<file path="src/rtl/switch_debouncer.sv">
// switch_debouncer: synchronises a raw switch vector and debounces it as a unit,
// emitting a stable value plus one-cycle change, rise and fall strobes.
module switch_debouncer #(
    parameter int WIDTH           = 5,
    parameter int DEBOUNCE_CYCLES = 500000,
    parameter int CNT_W           = $clog2(DEBOUNCE_CYCLES)
) (
    input  logic             clk,
    input  logic             rst,
    input  logic [WIDTH-1:0] sw_raw,
    output logic [WIDTH-1:0] sw_stable,
    output logic             sw_changed,
    output logic [WIDTH-1:0] sw_rise,
    output logic [WIDTH-1:0] sw_fall,
    output logic             busy
);
    localparam logic [0:0]       IDLE     = 1'b0;
    localparam logic [0:0]       COUNT    = 1'b1;
    localparam logic [CNT_W-1:0] CNT_LAST = CNT_W'(DEBOUNCE_CYCLES - 1);

    logic [WIDTH-1:0] s1_q, s2_q;
    logic [WIDTH-1:0] cand_q, cand_d;
    logic [CNT_W-1:0] cnt_q, cnt_d;
    logic [0:0]       state_q, state_d;
    logic [WIDTH-1:0] stable_q, stable_d;
    logic             changed_q, changed_d;
    logic [WIDTH-1:0] rise_q, rise_d;
    logic [WIDTH-1:0] fall_q, fall_d;

    // Any movement of the whole vector away from the candidate restarts qualification.
    always_comb begin
        state_d   = state_q;
        cand_d    = cand_q;
        cnt_d     = cnt_q;
        stable_d  = stable_q;
        changed_d = 1'b0;
        rise_d    = '0;
        fall_d    = '0;
        if (state_q == IDLE) begin
            if (s2_q != stable_q) begin
                cand_d  = s2_q;
                cnt_d   = '0;
                state_d = COUNT;
            end
        end else if (s2_q == stable_q) begin
            state_d = IDLE;
        end else if (s2_q != cand_q) begin
            cand_d = s2_q;
            cnt_d  = '0;
        end else if (cnt_q == CNT_LAST) begin
            stable_d  = cand_q;
            changed_d = 1'b1;
            rise_d    = cand_q & ~stable_q;
            fall_d    = ~cand_q & stable_q;
            state_d   = IDLE;
        end else begin
            cnt_d = cnt_q + 1'b1;
        end
    end

    always_ff @(posedge clk or posedge rst) begin
        if (rst) begin
            s1_q      <= '0;
            s2_q      <= '0;
            cand_q    <= '0;
            cnt_q     <= '0;
            state_q   <= IDLE;
            stable_q  <= '0;
            changed_q <= 1'b0;
            rise_q    <= '0;
            fall_q    <= '0;
        end else begin
            s1_q      <= sw_raw;
            s2_q      <= s1_q;
            cand_q    <= cand_d;
            cnt_q     <= cnt_d;
            state_q   <= state_d;
            stable_q  <= stable_d;
            changed_q <= changed_d;
            rise_q    <= rise_d;
            fall_q    <= fall_d;
        end
    end

    assign sw_stable  = stable_q;
    assign sw_changed = changed_q;
    assign sw_rise    = rise_q;
    assign sw_fall    = fall_q;
    assign busy       = (state_q == COUNT);
endmodule

</file>
<file path="config.mk">
export PLATFORM = sky130hd
export DESIGN_NAME = switch_debouncer
export DESIGN_NICKNAME = d
export VERILOG_FILES = /design/src/rtl/switch_debouncer.sv
export SDC_FILE = /design/constraint.sdc
export NUM_CORES = 1
export LEC_CHECK = 0
export ABC_CLOCK_PERIOD_IN_PS = 2360
export BUFFER_PORTS_ARGS = -buffer_cell sky130_fd_sc_hd__buf_2
export CAP_MARGIN = 20
export CORE_MARGIN = 5
export CORE_UTILIZATION = 45
export DETAILED_ROUTE_END_ITERATION = 16
export GPL_ROUTABILITY_DRIVEN = 0
export PLACE_DENSITY = 0.74
export SETUP_SLACK_MARGIN = 0.05
export SKIP_CTS_REPAIR_TIMING = 1
export SLEW_MARGIN = 10
export SYNTH_ARGS = -nofsm -noshare
export SYNTH_HDL_FRONTEND = slang
export SYNTH_SLANG_ARGS = --single-unit
</file>
<file path="constraint.sdc">
create_clock -name clk -period 2.36 [get_ports clk]
set_input_delay 0.236 -clock clk [delete_from_list [all_inputs] [get_ports clk]]
set_output_delay 0.236 -clock clk [all_outputs]
set_load 0.02 [all_outputs]
</file>
==> results of run 1 <==
## synthesized netlist by cell type, drive strengths merged
master / n
nor4b: 1
a41oi: 1
a2bb2oi: 1
nor4: 4
nor3: 6
nor2: 12
nand4: 10
or4: 3
or2: 2
inv: 6
o31ai: 4
a22o: 2
xor2: 2
and4: 2
or3: 1
nor2b: 1
dfrtp: 51
nor3b: 11
o21ai: 19
a21o: 2
ha: 1
a21oi: 5
o41ai: 3
buf: 8
mux2: 10
a211oi: 4
nand2: 12
xnor2: 8
nand3: 9
clkbuf: 1
## worst paths after layout
check	cells after the start	endpoint	slack [ps]
max	5	sw_stable[2]	220
max reg2reg	5	sw_stable[2]	220
min	1	s1_q[3]	20
min in group asynchronous	3	sw_changed	360
max in group asynchronous	4	busy	1420
min reg2reg	0	s2_q[3]	360
## kinds of logic (layout without fill, tap and decap cells)
| family | count (synthesis) | in the layout | share of synthesized area, % |
|---|---|---|---|
| AO/OA/AOI/OAI | 41 | 41 | 10.9 |
| XOR/XNOR | 10 | 10 | 3.71 |
| adder cells (fa/ha/maj) | 1 | 1 | 0.529 |
| buffers and inverters | 15 | 47 | 3.44 |
| flip-flops | 51 | 51 | 54.0 |
| multiplexers | 10 | 10 | 4.76 |
| AND/OR/NAND/NOR | 74 | 74 | 22.7 |
## critical path: cells and delay by family (launching register included)
family / cells / cell delay [ps]
AND/OR/NAND/NOR: 3 / 1010
flip-flops: 1 / 410
multiplexers: 1 / 370
adder cells (fa/ha/maj): 1 / 230
## layout make-up
| class | instances | area, µm² | area share [%] |
|---|---|---|---|
| clock buffer | 5 | 68.8 | 2.56 |
| sequential | 51 | 1280 | 47.5 |
| clock inverter | 3 | 25.0 | 0.932 |
| timing repair buffer | 33 | 195 | 7.27 |
| inverter | 6 | 22.5 | 0.838 |
| tap | 70 | 87.6 | 3.26 |
| multi-input combinational | 136 | 1010 | 37.6 |
## metal layers
layer	GRT usage (%)	part of all wire, %	vias to the layer above
met4	5.98	1.9	0
met5	0	0	-
li1	-	-	800
met2	23.1	46	64
met1	21.6	45	804
met3	3.36	6.3	11
## metrics by stage
step           setup slack, ps  power (mW)
2_1_floorplan              554       0.973
3_3_place_gp               390       0.999
3_5_place_dp               278        1.00
4_1_cts                    256        1.52
5_1_grt                   56.4        1.57
6_report                   221        1.51
## placed cells by master, fill, tap and decap left out, types with 3 or more instances in the layout
master | Yosys | final
sky130_fd_sc_hd__nor4_4 | 3 | 3
sky130_fd_sc_hd__clkbuf_8 | 0 | 5
sky130_fd_sc_hd__buf_2 | 5 | 23
sky130_fd_sc_hd__xnor2_1 | 8 | 8
sky130_fd_sc_hd__mux2_1 | 8 | 8
sky130_fd_sc_hd__inv_2 | 2 | 3
sky130_fd_sc_hd__a21oi_1 | 5 | 5
sky130_fd_sc_hd__nor3_1 | 6 | 5
sky130_fd_sc_hd__o41ai_1 | 3 | 3
sky130_fd_sc_hd__o21ai_0 | 15 | 15
sky130_fd_sc_hd__o31ai_1 | 4 | 4
sky130_fd_sc_hd__dfrtp_1 | 51 | 51
sky130_fd_sc_hd__nor2_1 | 11 | 11
sky130_fd_sc_hd__nand4_1 | 8 | 8
sky130_fd_sc_hd__nand2_1 | 11 | 11
sky130_fd_sc_hd__buf_4 | 1 | 8
sky130_fd_sc_hd__or4_1 | 3 | 3
sky130_fd_sc_hd__a211oi_1 | 4 | 4
sky130_fd_sc_hd__nor3b_2 | 9 | 9
sky130_fd_sc_hd__nand3_1 | 9 | 9
sky130_fd_sc_hd__o21ai_1 | 4 | 4
sky130_fd_sc_hd__inv_1 | 4 | 3
## state kept, by name (all words and copies together), names as in the netlist
| name | count |
|---|---|
| busy | 1 |
| cand_q | 5 |
| cnt_q | 19 |
| s1_q | 5 |
| s2_q | 5 |
| sw_changed | 1 |
| sw_fall | 5 |
| sw_rise | 5 |
| sw_stable | 5 |
## where the power goes
group	total (mW)	leakage (nW)	switching [mW]	internal, mW
Combinational	0.0825	0.459	0.0494	0.0332
Sequential	0.903	0.673	0.0151	0.888
Clock	0.523	0.0452	0.307	0.216
==> impl_results.html, run 1 <==
<table>
<tr><th>Metric</th><th>Value</th></tr>
<tr><th colspan="2">Power and ir drop</th></tr>
<tr><td>IR Drop Worst-Case VDD</td><td>0.410 mV</td></tr>
<tr><td>Power density over the cells</td><td>561 nW/µm²</td></tr>
<tr><td>Leak Pwr</td><td>1.18 nW</td></tr>
<tr><th colspan="2">Critical path</th></tr>
<tr><td>Kind of launch point of the worst setup path</td><td>register</td></tr>
<tr><td>Setup Crit Path Kind</td><td>reg2reg</td></tr>
<tr><td>Slowest stage cell on the critical path</td><td>sky130_fd_sc_hd__nor4_4</td></tr>
<tr><td>Stage delay of the slowest cell on the critical path</td><td>440 ps</td></tr>
<tr><td>Sort of element at the end of the critical path</td><td>register</td></tr>
<tr><td>Endpoint arrival time on the critical path</td><td>2340 ps</td></tr>
<tr><td>Crit path max fanout</td><td>16</td></tr>
<tr><td>Cell-by-cell trace of the critical path</td><td>ha_1, nand4_1, nor4_4, nand2_4, mux2_1</td></tr>
<tr><td>FF-to-FF Start</td><td>cnt_q[0]</td></tr>
<tr><td>Beginning of the critical path</td><td>cnt_q[0]</td></tr>
<tr><td>Crit path required time</td><td>2560 ps</td></tr>
<tr><th colspan="2">Synthesis</th></tr>
<tr><td>Mapped cell area</td><td>2360 µm²</td></tr>
<tr><td>Share of the synthesized area in the top cell type</td><td>54.0%</td></tr>
<tr><td>Cell types with the largest area share after synthesis</td><td>sky130_fd_sc_hd__dfrtp_1 54%, sky130_fd_sc_hd__nor3b_2 4.8%, sky130_fd_sc_hd__mux2_1 3.8%</td></tr>
<tr><td>Number of instances in the synthesized netlist</td><td>202</td></tr>
<tr><td>Net count of the mapped netlist</td><td>210</td></tr>
<tr><td>Biggest area consumer among synthesized cells</td><td>sky130_fd_sc_hd__dfrtp_1</td></tr>
<tr><td>Count of distinct cell types in the synthesized netlist</td><td>42</td></tr>
<tr><td>Yosys warning count</td><td>0</td></tr>
<tr><td>Mapped Avg Cell Area</td><td>11.7 µm²</td></tr>
<tr><td>Seq/Total Area, Yosys</td><td>54.0%</td></tr>
<tr><td>Flip-flop and latch count after synthesis</td><td>51</td></tr>
<tr><th colspan="2">Die</th></tr>
<tr><td>Overall die area</td><td>6800 µm²</td></tr>
<tr><td>Die height</td><td>82.5 µm</td></tr>
<tr><td>Initial Util</td><td>46.3%</td></tr>
<tr><td>Die X</td><td>82.5 µm</td></tr>
<tr><td>Total core area</td><td>5110 µm²</td></tr>
<tr><td>Number of primary I/O pins</td><td>24</td></tr>
<tr><td># rows</td><td>26</td></tr>
<tr><th colspan="2">CTS</th></tr>
<tr><td>Clock buffer count from CTS</td><td>5</td></tr>
<tr><td>Root cell of the clock tree</td><td>sky130_fd_sc_hd__clkbuf_8</td></tr>
<tr><td>Insertion delay of the later-clocked pin in the worst-skew pair</td><td>310 ps</td></tr>
<tr><td>CTS tree</td><td>built</td></tr>
<tr><td>CTS clk-pin slew, worst paths</td><td>100 ps</td></tr>
<tr><td>Maximum root-to-sink buffer count</td><td>2</td></tr>
<tr><td>Number of sinks on the clock net</td><td>51</td></tr>
<tr><td>Htree depth</td><td>2</td></tr>
<tr><th colspan="2">GRT</th></tr>
<tr><td>Grt total ovfl</td><td>0</td></tr>
<tr><td>Number of antenna violations at the first check in global routing</td><td>0</td></tr>
<tr><td>Vias in the first global route</td><td>1627</td></tr>
<tr><td>Largest net degree at the start of global routing</td><td>30</td></tr>
<tr><td>Global-route wire length before repair</td><td>7990 µm</td></tr>
<tr><td>Overall track demand over capacity in global routing</td><td>15.4%</td></tr>
<tr><th colspan="2">Final layout</th></tr>
<tr><td>Non-Filler Instances</td><td>304</td></tr>
<tr><td>Fill cells</td><td>450</td></tr>
<tr><td>Util after Layout</td><td>52.6%</td></tr>
<tr><td>Number of antenna diodes</td><td>0</td></tr>
<tr><td>Final nets</td><td>241</td></tr>
<tr><td>Share of post-route cells with drive strength above 1</td><td>26.9%</td></tr>
<tr><td>Final Instance Area</td><td>2690 µm²</td></tr>
<tr><td>Layout Area Growth over Synthesis</td><td>13.7%</td></tr>
<tr><th colspan="2">Timing</th></tr>
<tr><td>Number of failing hold endpoints at the final stage</td><td>0</td></tr>
<tr><td>Sum Neg Setup Slack</td><td>0 ps</td></tr>
<tr><td>Max Clock Skew</td><td>5.74 ps</td></tr>
<tr><td>Timing-limited maximum frequency</td><td>467 MHz</td></tr>
<tr><td>Worst slew margin</td><td>53.4%</td></tr>
<tr><td>Final-report setup violation count</td><td>0</td></tr>
<tr><td>Setup repair after global routing missed its margin</td><td>no</td></tr>
<tr><td>Final period demand of the worst path</td><td>2140 ps</td></tr>
<tr><td>Worst hold-check slack</td><td>21.1 ps</td></tr>
<tr><td>Final period util</td><td>90.6%</td></tr>
<tr><td>Number of max-slew violations in the final report</td><td>0</td></tr>
<tr><td>Transition time at the pin with the least slew margin</td><td>700 ps</td></tr>
<tr><th colspan="2">Placed design</th></tr>
<tr><td>HPWL after detailed placement</td><td>3230 µm</td></tr>
<tr><td>Number of cells after detailed placement</td><td>294</td></tr>
<tr><td>Post-DP Area</td><td>2570 µm²</td></tr>
<tr><td>Number of input and output port buffers inserted</td><td>23</td></tr>
<tr><th colspan="2">Route</th></tr>
<tr><td>Routed WL</td><td>4470 µm</td></tr>
<tr><td>Number of search-and-repair iterations in the first detailed-routing pass</td><td>4</td></tr>
<tr><td>Detail-routed via count per cell</td><td>5.52</td></tr>
<tr><td>Starting DRC count in detailed routing</td><td>160</td></tr>
<tr><td>Count of nets left with antenna violations after detail routing</td><td>0</td></tr>
<tr><td>Post-detailed-route wirelength per cell</td><td>14.7 µm</td></tr>
<tr><td>Number of vias after detailed routing</td><td>1679</td></tr>
<tr><td>DRC violation count after routing</td><td>0</td></tr>
<tr><th colspan="2">Run status</th></tr>
<tr><td>Run status</td><td>finished clean</td></tr>
<tr><th colspan="2">Flow run</th></tr>
<tr><td>Max-cap violation count</td><td>0</td></tr>
<tr><th colspan="2">Worst hold path</th></tr>
<tr><td>Hold wc startpoint</td><td>sw_raw[3]</td></tr>
<tr><td>Class of the tightest hold or removal check</td><td>in2reg</td></tr>
</table>
Power figures use the tool's default switching activity.
==> inputs of run 2 (changes only) <==
- CORE_UTILIZATION: 45 -> 44
- PLACE_DENSITY: 0.74 -> 0.72
==> run 2 against run 1 <==
Effect of this change: setup slack better by 29 ps; critical endpoint is now cnt_q[16]; clock power fell by 4.8%; routed wire length fell by 5.4%.
==> impl_results.html, run 2 (synthesis results as in run 1) <==
<table>
<tr><th>Metric</th><th>Value</th></tr>
<tr><th colspan="2">Run status</th></tr>
<tr><td>Run status</td><td>finished clean</td></tr>
<tr><th colspan="2">Critical path</th></tr>
<tr><td>Stage delay of the slowest cell on the critical path</td><td>460 ps (+20 ps)</td></tr>
<tr><td>Cell-by-cell trace of the critical path</td><td>ha_1, nand4_1, nor3_1, nand4_1, a21o_1, a22o_1</td></tr>
<tr><td>Kind of launch point of the worst setup path</td><td>register</td></tr>
<tr><td>Worst Reg-to-Reg Cells</td><td>6 (+1)</td></tr>
<tr><td>Endpoint arrival time on the critical path</td><td>2300 ps (-40 ps)</td></tr>
<tr><td>FF-to-FF Start</td><td>cnt_q[0]</td></tr>
<tr><td>Cell with the most instances on the worst path</td><td>sky130_fd_sc_hd__nand4_1</td></tr>
<tr><td>Sort of element at the end of the critical path</td><td>register</td></tr>
<tr><td>Crit path required time</td><td>2550 ps (about the same)</td></tr>
<tr><td>Setup Crit Path Kind</td><td>reg2reg</td></tr>
<tr><td>Slowest stage cell on the critical path</td><td>sky130_fd_sc_hd__nor3_1</td></tr>
<tr><td>Beginning of the critical path</td><td>cnt_q[0]</td></tr>
<tr><td>Crit path max fanout</td><td>7 (-9)</td></tr>
<tr><td>Terminus of the critical flop-to-flop path</td><td>cnt_q[16]</td></tr>
<tr><td>R2R Setup Slk</td><td>250 ps (+30 ps)</td></tr>
<tr><th colspan="2">Die</th></tr>
<tr><td>Die X</td><td>83.3 µm (+0.99%)</td></tr>
<tr><td>Die height</td><td>83.3 µm (+0.99%)</td></tr>
<tr><td># rows</td><td>26 (unchanged)</td></tr>
<tr><td>Total core area</td><td>5170 µm² (+1.3%)</td></tr>
<tr><td>Overall die area</td><td>6940 µm² (+2.0%)</td></tr>
<tr><td>Initial Util</td><td>45.7% (-0.58 points)</td></tr>
<tr><td>Number of primary I/O pins</td><td>24 (unchanged)</td></tr>
<tr><th colspan="2">Power and ir drop</th></tr>
<tr><td>Leak Pwr</td><td>1.17 nW (-0.56%)</td></tr>
<tr><td>Power density over the cells</td><td>556 nW/µm² (-1.0%)</td></tr>
<tr><td>IR Drop Worst-Case VDD</td><td>0.241 mV (-41%)</td></tr>
<tr><th colspan="2">Timing</th></tr>
<tr><td>Number of max-slew violations in the final report</td><td>0 (unchanged)</td></tr>
<tr><td>Worst slew margin</td><td>54.2% (+0.88 points)</td></tr>
<tr><td>Final period demand of the worst path</td><td>2110 ps (-28.8 ps)</td></tr>
<tr><td>Worst hold-check slack</td><td>26.3 ps (+5.11 ps)</td></tr>
<tr><td>Setup repair after global routing missed its margin</td><td>no</td></tr>
<tr><td>Max Clock Skew</td><td>13.2 ps (+7.41 ps)</td></tr>
<tr><td>Number of failing hold endpoints at the final stage</td><td>0 (unchanged)</td></tr>
<tr><td>Final-report setup violation count</td><td>0 (unchanged)</td></tr>
<tr><td>Transition time at the pin with the least slew margin</td><td>686 ps (-13.1 ps)</td></tr>
<tr><td>Timing-limited maximum frequency</td><td>474 MHz (+1.4%)</td></tr>
<tr><td>Sum Neg Setup Slack</td><td>0 ps (unchanged)</td></tr>
<tr><td>Final period util</td><td>89.4% (-1.2 points)</td></tr>
<tr><th colspan="2">CTS</th></tr>
<tr><td>Clock buffer count from CTS</td><td>5 (unchanged)</td></tr>
<tr><td>CTS tree</td><td>built</td></tr>
<tr><td>CTS clk-pin slew, worst paths</td><td>100 ps (about the same)</td></tr>
<tr><td>Root cell of the clock tree</td><td>sky130_fd_sc_hd__clkbuf_8</td></tr>
<tr><td>Insertion delay of the later-clocked pin in the worst-skew pair</td><td>310 ps (about the same)</td></tr>
<tr><td>Htree depth</td><td>2 (unchanged)</td></tr>
<tr><td>Number of sinks on the clock net</td><td>51 (unchanged)</td></tr>
<tr><td>Maximum root-to-sink buffer count</td><td>2 (unchanged)</td></tr>
<tr><th colspan="2">Final layout</th></tr>
<tr><td>Largest Register</td><td>cnt_q</td></tr>
<tr><td>Number of antenna diodes</td><td>0 (unchanged)</td></tr>
<tr><td>Leading cell type in the layout, fill and taps excluded</td><td>sky130_fd_sc_hd__dfrtp_1</td></tr>
<tr><td>Final Instance Area</td><td>2670 µm² (-0.75%)</td></tr>
<tr><td>Highest-count cells in the layout ignoring fill and taps</td><td>51 x sky130_fd_sc_hd__dfrtp_1, 23 x sky130_fd_sc_hd__buf_2, 15 x sky130_fd_sc_hd__o21ai_0, 11 x sky130_fd_sc_hd__nor2_1, 11 x sky130_fd_sc_hd__nand2_1</td></tr>
<tr><td>Util after Layout</td><td>51.5% (-1.0 points)</td></tr>
<tr><td>Layout Area Growth over Synthesis</td><td>12.8%</td></tr>
<tr><td>Share of post-route cells with drive strength above 1</td><td>26.0% (-0.95 points)</td></tr>
<tr><td>Final nets</td><td>238 (-1.2%)</td></tr>
<tr><td>Max FFs per register</td><td>19 (unchanged)</td></tr>
<tr><th colspan="2">Route</th></tr>
<tr><td>DR top layer</td><td>met4</td></tr>
<tr><td>Routed length on met3</td><td>222 µm (-21%)</td></tr>
<tr><td>Routed WL</td><td>4220 µm (-5.4%)</td></tr>
<tr><td>DRC violation count after routing</td><td>0 (unchanged)</td></tr>
<tr><td>Number of search-and-repair iterations in the first detailed-routing pass</td><td>4 (unchanged)</td></tr>
<tr><td>Met2 Wirelength</td><td>1950 µm (-6.2%)</td></tr>
<tr><td>Post-detailed-route wirelength per cell</td><td>14.0 µm (-4.5%)</td></tr>
<tr><td>Detail-routed via count per cell</td><td>5.43 (-1.8%)</td></tr>
<tr><td>Count of nets left with antenna violations after detail routing</td><td>0 (unchanged)</td></tr>
<tr><td>Starting DRC count in detailed routing</td><td>108 (-33%)</td></tr>
<tr><td>Number of vias after detailed routing</td><td>1633 (-2.7%)</td></tr>
<tr><td>Met1 layer wirelength in the final routing</td><td>1950 µm (-3.6%)</td></tr>
<tr><th colspan="2">Worst hold path</th></tr>
<tr><td>Hold wc startpoint</td><td>sw_raw[1]</td></tr>
<tr><td>Number of cells on the worst hold path</td><td>1 (unchanged)</td></tr>
<tr><td>Class of the tightest hold or removal check</td><td>in2reg</td></tr>
<tr><td>End point of the worst hold path</td><td>s1_q[1]</td></tr>
<tr><th colspan="2">GRT</th></tr>
<tr><td>Largest net degree at the start of global routing</td><td>52 (+73%)</td></tr>
<tr><td>Number of antenna violations at the first check in global routing</td><td>0 (unchanged)</td></tr>
<tr><td>Global-route wire length before repair</td><td>7720 µm (-3.4%)</td></tr>
<tr><td>Vias in the first global route</td><td>1619 (-0.49%)</td></tr>
<tr><td>Grt total ovfl</td><td>0 (unchanged)</td></tr>
<tr><td>Overall track demand over capacity in global routing</td><td>13.6% (-1.8 points)</td></tr>
<tr><th colspan="2">Placed design</th></tr>
<tr><td>Post-DP Area</td><td>2560 µm² (about the same)</td></tr>
<tr><td>HPWL after detailed placement</td><td>2980 µm (-7.8%)</td></tr>
<tr><td>Number of input and output port buffers inserted</td><td>23 (unchanged)</td></tr>
<tr><th colspan="2">Flow run</th></tr>
<tr><td>Max-cap violation count</td><td>0 (unchanged)</td></tr>
</table>
==> run 2: worst max-delay path by stage <==
stage                      to  slack, ps  depth (start not counted)
global route        cnt_q[16]         60                          6
finish              cnt_q[16]        250                          6
detailed placement  cnt_q[16]        280                          6
floorplan           cnt_q[16]        550                          6
CTS                 cnt_q[16]        250                          6
global placement    cnt_q[16]        370                          6
==> run 2: worst max-delay path: cells and delay by family (launching register included) <==
kind | cells | cell delay [ps]
AND/OR/NAND/NOR | 3 | 940
AO/OA/AOI/OAI | 2 | 430
adder cells (fa/ha/maj) | 1 | 240
flip-flops | 1 | 400
==> run 2: final cells by class <==
type / instances / area, µm²
fill: 454 / 2510
sequential: 51 / 1280
multi-input combinational: 136 / 1010
timing repair buffer: 30 / 183
tap: 70 / 87.6
clock buffer: 5 / 68.8
clock inverter: 3 / 22.5
inverter: 6 / 22.5
==> run 2: report_power, final <==
part / switching (mW) / internal, mW / total, mW / leakage [nW]
Sequential: 0.0147 / 0.888 / 0.902 / 0.673
Clock: 0.286 / 0.212 / 0.498 / 0.0485
Combinational: 0.0482 / 0.0334 / 0.0816 / 0.449
==> run 2: routing by layer <==
layer	global-route usage [%]	vias to the layer above
met3	3.07	10
met4	6.98	0
met2	20.9	46
li1	-	797
met5	0	-
met1	17.8	780
==> run 2: stage by stage <==
stage | instances | setup slack [ps] | power, mW
final | 301 | 250 | 1.48
after global routing | 301 | 64.7 | 1.56
after CTS | 300 | 249 | 1.50
after detailed placement | 292 | 277 | 1.00
after global placement | 292 | 373 | 1.00
after floorplan | 202 | 554 | 0.973
